## src/rtl/gf2_poly_div_seq.sv

```systemverilog
// Sequential GF(2) polynomial divider: one dividend bit per clock, MSB first,
// producing quotient, remainder and a divide-by-zero flag behind valid/ready.
module gf2_poly_div_seq #(
   parameter int NW = 16,
   parameter int DW = 8
) (
   input  logic          clk,
   input  logic          rst,
   input  logic          in_valid,
   output logic          in_ready,
   input  logic [NW-1:0] dividend,
   input  logic [DW-1:0] divisor,
   output logic          out_valid,
   input  logic          out_ready,
   output logic [NW-1:0] quotient,
   output logic [DW-2:0] remainder,
   output logic          div_zero
);

   localparam int CW  = (NW > 1) ? $clog2(NW) : 1;
   localparam int DGW = (DW > 1) ? $clog2(DW) : 1;

   typedef enum logic [1:0] {IDLE, RUN, DONE} state_t;

   state_t          state, state_nx;
   logic [NW-1:0]   dvd;
   logic [DW-1:0]   dvs;
   logic [DGW-1:0]  deg;
   logic            zero;
   logic [CW-1:0]   cnt;
   logic [DW-1:0]   acc;
   logic [NW-1:0]   quot_w;

   logic [DW-1:0]   t;
   logic            sub;
   logic [DW-1:0]   acc_nx;
   logic [NW-1:0]   quot_nx;
   logic            accept;

   // Index of the highest set coefficient; 0 for an all-zero input.
   function automatic logic [DGW-1:0] msb_idx(input logic [DW-1:0] v);
      msb_idx = '0;
      for (int i = 0; i < DW; i++)
         if (v[i]) msb_idx = DGW'(i);
   endfunction

   assign in_ready  = (state == IDLE);
   assign out_valid = (state == DONE);
   assign accept    = in_valid && in_ready;

   always_comb begin
      state_nx = state;
      case (state)
         IDLE:    if (accept) state_nx = RUN;
         RUN:     if (cnt == '0) state_nx = DONE;
         DONE:    if (out_ready) state_nx = IDLE;
         default: state_nx = IDLE;
      endcase
   end

   // One long-division step; a zero divisor never subtracts, so acc ends up
   // holding the low dividend bits and the quotient stays zero.
   always_comb begin
      t            = {acc[DW-2:0], dvd[cnt]};
      sub          = t[deg] && !zero;
      acc_nx       = sub ? (t ^ dvs) : t;
      quot_nx      = quot_w;
      quot_nx[cnt] = sub;
   end

   always_ff @(posedge clk) begin
      if (rst) state <= IDLE;
      else     state <= state_nx;
   end

   always_ff @(posedge clk) begin
      if (state == IDLE) begin
         if (in_valid) begin
            dvd    <= dividend;
            dvs    <= divisor;
            deg    <= msb_idx(divisor);
            zero   <= (divisor == '0);
            acc    <= '0;
            quot_w <= '0;
            cnt    <= CW'(NW - 1);
         end
      end else if (state == RUN) begin
         acc    <= acc_nx;
         quot_w <= quot_nx;
         cnt    <= cnt - CW'(1);
      end
   end

   always_ff @(posedge clk) begin
      if (rst) begin
         quotient  <= '0;
         remainder <= '0;
         div_zero  <= 1'b0;
      end else if (state == RUN && cnt == '0) begin
         quotient  <= quot_nx;
         remainder <= acc_nx[DW-2:0];
         div_zero  <= zero;
      end
   end

endmodule

```

## config.mk

```make
export PLATFORM = sky130hd
export DESIGN_NAME = gf2_poly_div_seq
export DESIGN_NICKNAME = d
export VERILOG_FILES = /design/src/rtl/gf2_poly_div_seq.sv
export SDC_FILE = /design/constraint.sdc
export NUM_CORES = 1
export LEC_CHECK = 0
export CAP_MARGIN = 15
export CORE_MARGIN = 2
export CORE_UTILIZATION = 49
export CTS_CLUSTER_SIZE = 25
export DETAILED_ROUTE_END_ITERATION = 8
export PLACE_DENSITY = 0.76
export SYNTH_ARGS = -nofsm -noshare
export SYNTH_HDL_FRONTEND = slang
export SYNTH_SLANG_ARGS = --single-unit
export TNS_END_PERCENT = 20
```

## constraint.sdc

```tcl
create_clock -name clk -period 2.4 [get_ports clk]
set_input_delay 0.48 -clock clk [delete_from_list [all_inputs] [get_ports clk]]
set_output_delay 0.48 -clock clk [all_outputs]
set_load 0.03 [all_outputs]
```

==> out/qor.yml <==
synth_top_area_share_pct: 44.1
ir_worst_vdd_v: 0.000399
antenna_found_initial: 0
intPower_uw: 2230
start_kind: "flop"
syn-cell-area_um2: 3610
yosysTopAreaCell: "edfxtp_1"
rsz0062_at_grt: "yes"
ys_seq_elements: 79
antennaDiodeCount: 0
final_layout_size_suffix_gt1_share_pct: 15.3
gr-usage-all-layers_pct: 18.6
grt_remaining_overflow: 0
whs_ps: 469
outcome: "complete, but fails checks"
min_period_ps: 2610
finalPower_uw: 2880
dpl_worst_slack_ps: -219
ioPinCount: 54
ant_nets: 0
grt_start_max_net_pins: 43
crit_path_end_kind: "flop"
layout_commonest_cell: "edfxtp_1"
root_buffer: "clkbuf_8"
syn-mean-instance-area_um2: 11.9
clock_path_buffers: 2
clock_latency_ps: 340
min_path_type: "reg2reg"
seq_area_frac_synth_pct: 58.5
final_cell_mix: "edfxtp_1 (53), clkdlybuf4s50_1 (52), nor2_1 (32), dfxtp_1 (26), a21oi_1 (22)"
switchingPower_uw: 654
critPathKind: "reg2reg"
drt_first_pass_iters: 4
cts.sinks: 79
worstPathRequired_ps: 2470
synth_nets: 335
max_freq_mhz: 383
synth_area_leaders: "edfxtp_1 (44%), dfxtp_1 (14%), mux4_2 (3.7%)"
cp_max_fo: 9
rows: 31
maxSlewViolCount: 0
p_per_area_nw_per_um2: 631
leakage_uw: 0.00151
drv_cap: 0
die_area_um2: 8070
fp.dieW_um: 89.8
relSlewSlack_pct: 61.5
yosys_warnings: 0
path_clk_slew_ps: 80
wl_per_cell_um: 15.9
drc: 0
yosysUniqueCellTypes: 41
combPwrFrac_pct: 10.2
worst_pin_slew_ps: 577
grt_pass1_wl_um: 12000
vias: 2619
final_hold_viol_count: 0
fin_nets: 395
coreArea_um2: 7180
fin_cells: 466
drt_iter0_drc: 170
finClkSkew_ps: 6.98
routed_wl_um: 7400
setup_slack_ps: -213
setup_violations: 31
gp_congestion: 0.850
start_util_pct: 50.3
io_buffers: 53
first_global_vias: 2514
area_delta_synth_final_pct: 26.6
syn_inst: 302
numCtsBuffers: 9
nFillCells: 575
htreeDepth: 3
period_share_pct: 109
dp_cells: 449
failed_checks: "setup timing"
clkPwrFrac_pct: 35.4
die_h_um: 89.8
seqPwrFrac_pct: 54.4
via_per_inst: 5.62
hpwlAfterDp_um: 5080
p_sw_share_pct: 22.7
cts_tree: "yes"
fin_setup_tns_ps: -4410
cp.arrival_ps: 2680
-- cells by family after synthesis --
group / after synthesis / share of synthesized area, %
AO/OA/AOI/OAI: 79 / 16.0
buffers and inverters: 28 / 3.36
XOR/XNOR: 2 / 0.486
adder cells (fa/ha/maj): 5 / 1.73
flip-flops: 79 / 58.5
multiplexers: 17 / 6.87
AND/OR/NAND/NOR: 92 / 13.0
-- final cells by class --
class / instances / area, um^2 / share of cell area (%)
clock inverters: 3 / 40.0 / 0.876
flip-flops and latches: 79 / 2110 / 46.2
inverters: 4 / 15.0 / 0.329
clock buffers: 13 / 169 / 3.70
well taps: 99 / 124 / 2.71
repair buffers: 72 / 701 / 15.3
multi-input cells: 196 / 1410 / 30.8
-- sequential cells by signal, indices dropped and copies added (netlist names) --
signal / cells
dvs: 7
remainder: 7
cnt: 4
state: 2
zero: 1
quotient: 16
div_zero: 1
dvd: 16
acc: 7
deg: 3
quot_w: 15
-- power groups by stage --
stage / clock network (uW) / logic, uW / registers [uW]
5_1_grt: 1090 / 322 / 1580
3_3_place_gp: 0 / 279 / 1600
2_1_floorplan: 0 / 187 / 1590
4_1_cts: 1040 / 294 / 1570
6_report: 1020 / 294 / 1570
3_5_place_dp: 0 / 288 / 1600
-- synthesized netlist by cell type --
cell,number
edfxtp_1,53
nor2_1,34
dfxtp_1,26
a21oi_1,22
nand2_1,20
a311oi_1,15
a211oi_1,13
o211ai_1,12
clkbuf_1,10
mux2i_1,9
buf_1,8
nand3_1,8
or2_2,7
a221oi_1,6
mux4_2,6
a2111oi_0,5
and2_1,5
ha_1,5
nor2b_1,5
buf_2,4
nor3b_1,4
inv_1,3
mux2_2,2
nor3_1,2
xnor2_1,2
a32o_1,1
and3b_1,1
buf_4,1
buf_6,1
clkinv_1,1
nand2b_1,1
nand3b_1,1
nand4b_1,1
nor2_8,1
nor4_4,1
nor4b_1,1
o211a_1,1
o21a_1,1
o21bai_1,1
o31ai_1,1
o41ai_1,1
-- per-stage QoR --
step	instance area [um^2]	util, %
floorplan	3620	-
global placement	4330	60.3
detailed placement	4330	60.3
CTS	4560	63.5
global route	4570	63.7
finish	4570	63.7
-- final timing paths --
check | from | to | slack [ps] | depth (start not counted)
worst max-delay path | cnt[0] | quot_w[2] | -210 | 6
worst min-delay path | remainder[4] | remainder[4] | 470 | 2
worst max register to register | cnt[0] | quot_w[2] | -210 | 6
worst min register to register | remainder[4] | remainder[4] | 470 | 2
-- critical path, cell delays in order, from the launching register on --
cell and delay, ps:
edfxtp_1 520, mux4_2 570, mux4_2 500, o211a_1 250, buf_12 160, nor2_4 210
a311oi_1 130
-- metal layers --
metal / track usage (%) / vias to the layer above / share of wire (%)
met5: 0 / - / 0
met1: 25.0 / 1229 / 44
met3: 3.52 / 15 / 5.4
met4: 7.69 / 0 / 2.1
li1: - / 1283 / -
met2: 30.1 / 92 / 48
-- timing repair --
action | 4_1_cts | 5_1_grt
gates cloned | 1 | 0
endpoints found under the setup margin | 31 | 32
buffers inserted | 0 | 0
gates resized for setup | 3 | 3
hold buffers | 0 | 0
pin swaps | 7 | 2
hold endpoints to repair | 0 | 0
Power figures use the tool's default switching activity.
==> variant 1 (same settings) <==
Set the parameter `DW` to 4 (it was 8).
--- a/src/rtl/gf2_poly_div_seq.sv
+++ b/src/rtl/gf2_poly_div_seq.sv
@@ -2,7 +2,7 @@
 // producing quotient, remainder and a divide-by-zero flag behind valid/ready.
 module gf2_poly_div_seq #(
    parameter int NW = 16,
-   parameter int DW = 8
+   parameter int DW = 4
 ) (
    input  logic          clk,
    input  logic          rst,
Ports: changed (resized divisor and remainder); port bits go from 54 to 46. The function was not compared with the original's and may differ.
==> variant 1 against the original RTL <==
Design area decreased by 15%; core utilization decreased by 1.8 points; clock power decreased by 15%; wire length fell by 13%; fmax up 12%; setup slack better by 0.28 ns; area after synthesis decreased by 14%; hold slack worse by 0.017 ns; non-clock buffer count down 10; count of clock-buffer cells in the layout is the same; sequential cell count fell by 13; clock skew up 0.0022 ns; total power is 16% lower; largest cell class unchanged.
==> variant 1: results (changes against the original RTL) <==
* Placed Area at 3659 um2 (was 4329 um2)
* Grt met1 use at 0.2518 (was 0.2496)
* WL/cell at 15.59 um (was 15.88 um)
* Pleak at 1.349 nW (was 1.514 nW)
* Met3 usage at 0.04451 (was 0.03521)
* Met2 Track Usage GR at 0.3251 (was 0.3005)
* Worst EP arrival at 1.86 ns (was 2.68 ns)
* Max_slew headroom at 0.4759 (was 0.6148)
* Routed vias at 2378 (was 2619)
* DP Worst Slack at -0.1534 ns (was -0.2195 ns)
* DRC violation total after the first TritonRoute iteration at 142 (was 170)
* Fin Clk Skew at 0.009226 ns (was 0.006984 ns)
* Share of layout cells above drive strength 1 at 0.1310 (was 0.1526)
* Syn Area/Cell at 11.04 um2 (was 11.95 um2)
* Seq/Total Area, Yosys at 0.5659 (was 0.5853)
* FILL cells at 520 (was 575)
* Hpwl dp at 4347 um (was 5079 um)
* Synthesized-area fraction occupied by adder cells at 0.02010 (was 0.01734)
* Placed cell count at 395 (was 449)
* Gpl congestion at 0.8150 (was 0.8502)
* Peak supply drop at 0.4772 mV (was 0.3988 mV)
* Largest regs: dvd: 16 flops, quotient: 16 flops, quot_w: 15 flops (unchanged)
* First-pass GRT wire length at 10870 um (was 11980 um)
* Synth Area in XOR/XNOR at 0.005627 (was 0.004854)
* Share of cell area taken by muxes after synthesis at 0.03859 (was 0.06865)
* Post-synth top cells: nand2_1 (53), edfxtp_1 (44), a21oi_1 (34) (was edfxtp_1 (53), nor2_1 (34), dfxtp_1 (26))
* Largest net degree at the start of global routing at 24 (was 43)
* Status: finished clean (was finished, violations left)
* PortBufs at 45 (was 53)
* GRT Resource Usage Total at 0.1940 (was 0.1861)
* Post-synth EDFFs at 44 (was 53)
* Syn nets at 311 (was 335)
* DR pass1 iterations at 5 (was 4)
==> variant 1: worst paths after layout <==
check             cells after the start  slack, ns                   endpoint                 startpoint
hold / removal                        2       0.45  quotient[11]$_SDFFE_PP0P_  quotient[11]$_SDFFE_PP0P_
setup reg to reg                      6       0.18   quotient[1]$_SDFFE_PP0P_       cnt[0]$_SDFFCE_PP1P_
setup / recovery                      3       0.06                   in_ready      state[1]$_SDFFE_PP0P_
hold reg to reg                       2       0.45  quotient[11]$_SDFFE_PP0P_  quotient[11]$_SDFFE_PP0P_
==> variant 1: logic make-up after synthesis <==
family,count (synthesis)
mux,7
xor+xnor,2
buf+inv,30
simple gates,103
compound gates,69
fa+ha+maj,5
flops,66
==> variant 1: repair_timing <==
action | in CTS | in global routing
setup buffers | 0 | 2
endpoints found under the setup margin | 20 | 7
resized for setup | 1 | 0
pin swaps | 0 | 0
==> variant 1: routing by layer <==
metal | routed length, um | vias up
li1 | - | 1149
met1 | 2737 | 1138
met2 | 3283 | 82
met3 | 339 | 9
met4 | 78 | 0
met5 | 0 | -
==> variant 1: critical path, cell delays in order (launching register included) <==
cell,delay (ns)
dfxtp_1,0.34
or2_2,0.40
clkinv_1,0.11
clkdlybuf4s50_1,0.66
==> variant 1: final cells by class <==
cell class	count	area (um2)	area share
inverter	6	22.52	0.005833
clock buffer	13	138.9	0.03597
multi-input combinational	186	1222	0.3166
clock inverter	3	41.29	0.01069
tap	77	96.34	0.02495
sequential	66	1762	0.4563
timing repair buffer	62	578.1	0.1497
==> variant 1: where the power goes <==
part	internal, mW	leakage (nW)	switching (mW)	total, mW
combinational	0.107	0.652	0.138	0.245
clock	0.478	0.0853	0.393	0.872
sequential	1.27	0.612	0.0326	1.31
total	1.86	1.35	0.564	2.42
==> variant 2 (same flow settings) <==
Made on the original files. Re-encode `state_t` (3 states) as one-hot, 3 bits wide.
--- a/src/rtl/gf2_poly_div_seq.sv
+++ b/src/rtl/gf2_poly_div_seq.sv
@@ -20,7 +20,7 @@
    localparam int CW  = (NW > 1) ? $clog2(NW) : 1;
    localparam int DGW = (DW > 1) ? $clog2(DW) : 1;
 
-   typedef enum logic [1:0] {IDLE, RUN, DONE} state_t;
+   typedef enum logic [2:0] {IDLE = 3'b001, RUN = 3'b010, DONE = 3'b100} state_t;
 
    state_t          state, state_nx;
    logic [NW-1:0]   dvd;
Function: no difference found for any inputs over 10 cycles, from zero or initial values and one cycle with rst high; not proved beyond that.
==> variant 2 against the original RTL <==
The flow still finishes with violations (negative setup slack); area after synthesis up 1.6%; wire length up 4.2%; sequential share of layout area decreased by 0.73 points; total power increased by 5.9%; setup slack improved by 0.077 ns; via count increased by 4.3%; fmax is 3.0% higher; critical path depth decreased by 1; sequential cell count up 1; core utilization is 0.94 points higher; design area grew 2.6%; hold slack better by 0.0084 ns; count of clock-buffer cells in the layout is 4 lower.
==> variant 2: results (changes against the original RTL) <==
* Status: finished, violations left (unchanged)
* Failing checks: negative setup slack (unchanged)
* Fin Clk Skew at 0.009052 ns (was 0.006984 ns)
* Pleak at 1.605 nW (was 1.514 nW)
* FILL cells at 594 (was 575)
* Number of global-route vias before repair at 2682 (was 2514)
* Max_slew headroom at 0.6077 (was 0.6148)
* Total negative slack at -2.489 ns (was -4.408 ns)
* DP Worst Slack at -0.1813 ns (was -0.2195 ns)
* Met3 WL at 455 um (was 402 um)
* Count of cell types in the netlist at 43 (was 41)
* Synth top area cells: edfxtp_1 (43%), dfxtp_1 (15%), a211oi_1 (5.3%) (was edfxtp_1 (44%), dfxtp_1 (14%), mux4_2 (3.7%))
* Multi-input gates at 210 (was 196)
* Met3 usage at 0.05175 (was 0.03521)
* Gpl congestion at 0.8531 (was 0.8502)
* FFs & Latches at 80 (was 79)
* Final setup margin at -0.1352 ns (was -0.2125 ns)
* Multi-input combinational cell area at 1473 um2 (was 1408 um2)
* Vias/cell at 5.610 (was 5.620)
* Critical path peak fanout at 7 (was 9)
* Post-synth top cells: edfxtp_1 (53), nand2_1 (32), nor2_1 (30) (was edfxtp_1 (53), nor2_1 (34), dfxtp_1 (26))
* Sequential cell area at 2132 um2 (was 2112 um2)
* Final setup fails at 28 (was 31)
* Non-clock inverters at 6 (was 4)
* Met2 WL post-DR at 3835 um (was 3588 um)
* GRT Resource Usage Total at 0.1974 (was 0.1861)
* Metal-1 WL at 3279 um (was 3247 um)
* # clk buffers at 9 (was 13)
* Layout net count at 416 (was 395)
* Grt met1 use at 0.2415 (was 0.2496)
* Synthesized-area fraction occupied by adder cells at 0.01707 (was 0.01734)
* Synth Area in XOR/XNOR at 0.004780 (was 0.004854)
* Peak supply drop at 0.4235 mV (was 0.3988 mV)
* Syn nets at 350 (was 335)
* Share of cell area taken by muxes after synthesis at 0.05599 (was 0.06865)
* Share of layout cells above drive strength 1 at 0.1701 (was 0.1526)
-- variant 2: cell types whose count changed after synthesis, sizes merged, moves of 4 or more --
cell / before / now
a311oi: 15 / 0
nor3: 2 / 17
a211oi: 13 / 26
nand2: 20 / 32
nand3b: 1 / 7
o211ai: 12 / 6
a21oi: 22 / 17
nor2: 35 / 30
a2111oi: 5 / 1
a31oi: 0 / 4
buf: 14 / 10
-- variant 2: worst paths after layout --
path	to	slack [ns]	depth (start not counted)
setup / recovery	quot_w[5]$_SDFFCE_PP0P_	-0.14	5
hold reg to reg	remainder[4]$_SDFFE_PP0P_	0.48	2
hold / removal	remainder[4]$_SDFFE_PP0P_	0.48	2
setup reg to reg	quot_w[5]$_SDFFCE_PP0P_	-0.14	5
-- variant 2: power by group through the flow --
stage	clock [mW]	combinational (mW)	sequential [mW]
after CTS	1.08	0.386	1.61
after detailed placement	0	0.377	1.64
after global placement	0	0.367	1.64
final	1.05	0.389	1.61
after floorplan	0	0.232	1.62
after global routing	1.14	0.427	1.62
-- variant 2: per-stage QoR --
| stage | area [um2] | hold WS [ns] | instances | util | power (mW) |
|---|---|---|---|---|---|
| 2_1_floorplan | 3665 | 0.4851 | 317 | - | 1.855 |
| 3_3_place_gp | 4428 | 0.4633 | 470 | 0.6105 | 2.004 |
| 3_5_place_dp | 4428 | 0.4635 | 470 | 0.6105 | 2.017 |
| 4_1_cts | 4666 | 0.4777 | 487 | 0.6433 | 3.073 |
| 5_1_grt | 4686 | 0.4864 | 487 | 0.6460 | 3.184 |
| 6_report | 4686 | 0.4775 | 487 | 0.6460 | 3.054 |
-- variant 2: worst max-delay path: stages (launching register included) --
cell and delay, ns:
edfxtp_1 0.50, mux4_2 0.53, mux4_2 0.53, o211a_4 0.33
nor3b_4 0.26, a211oi_1 0.11
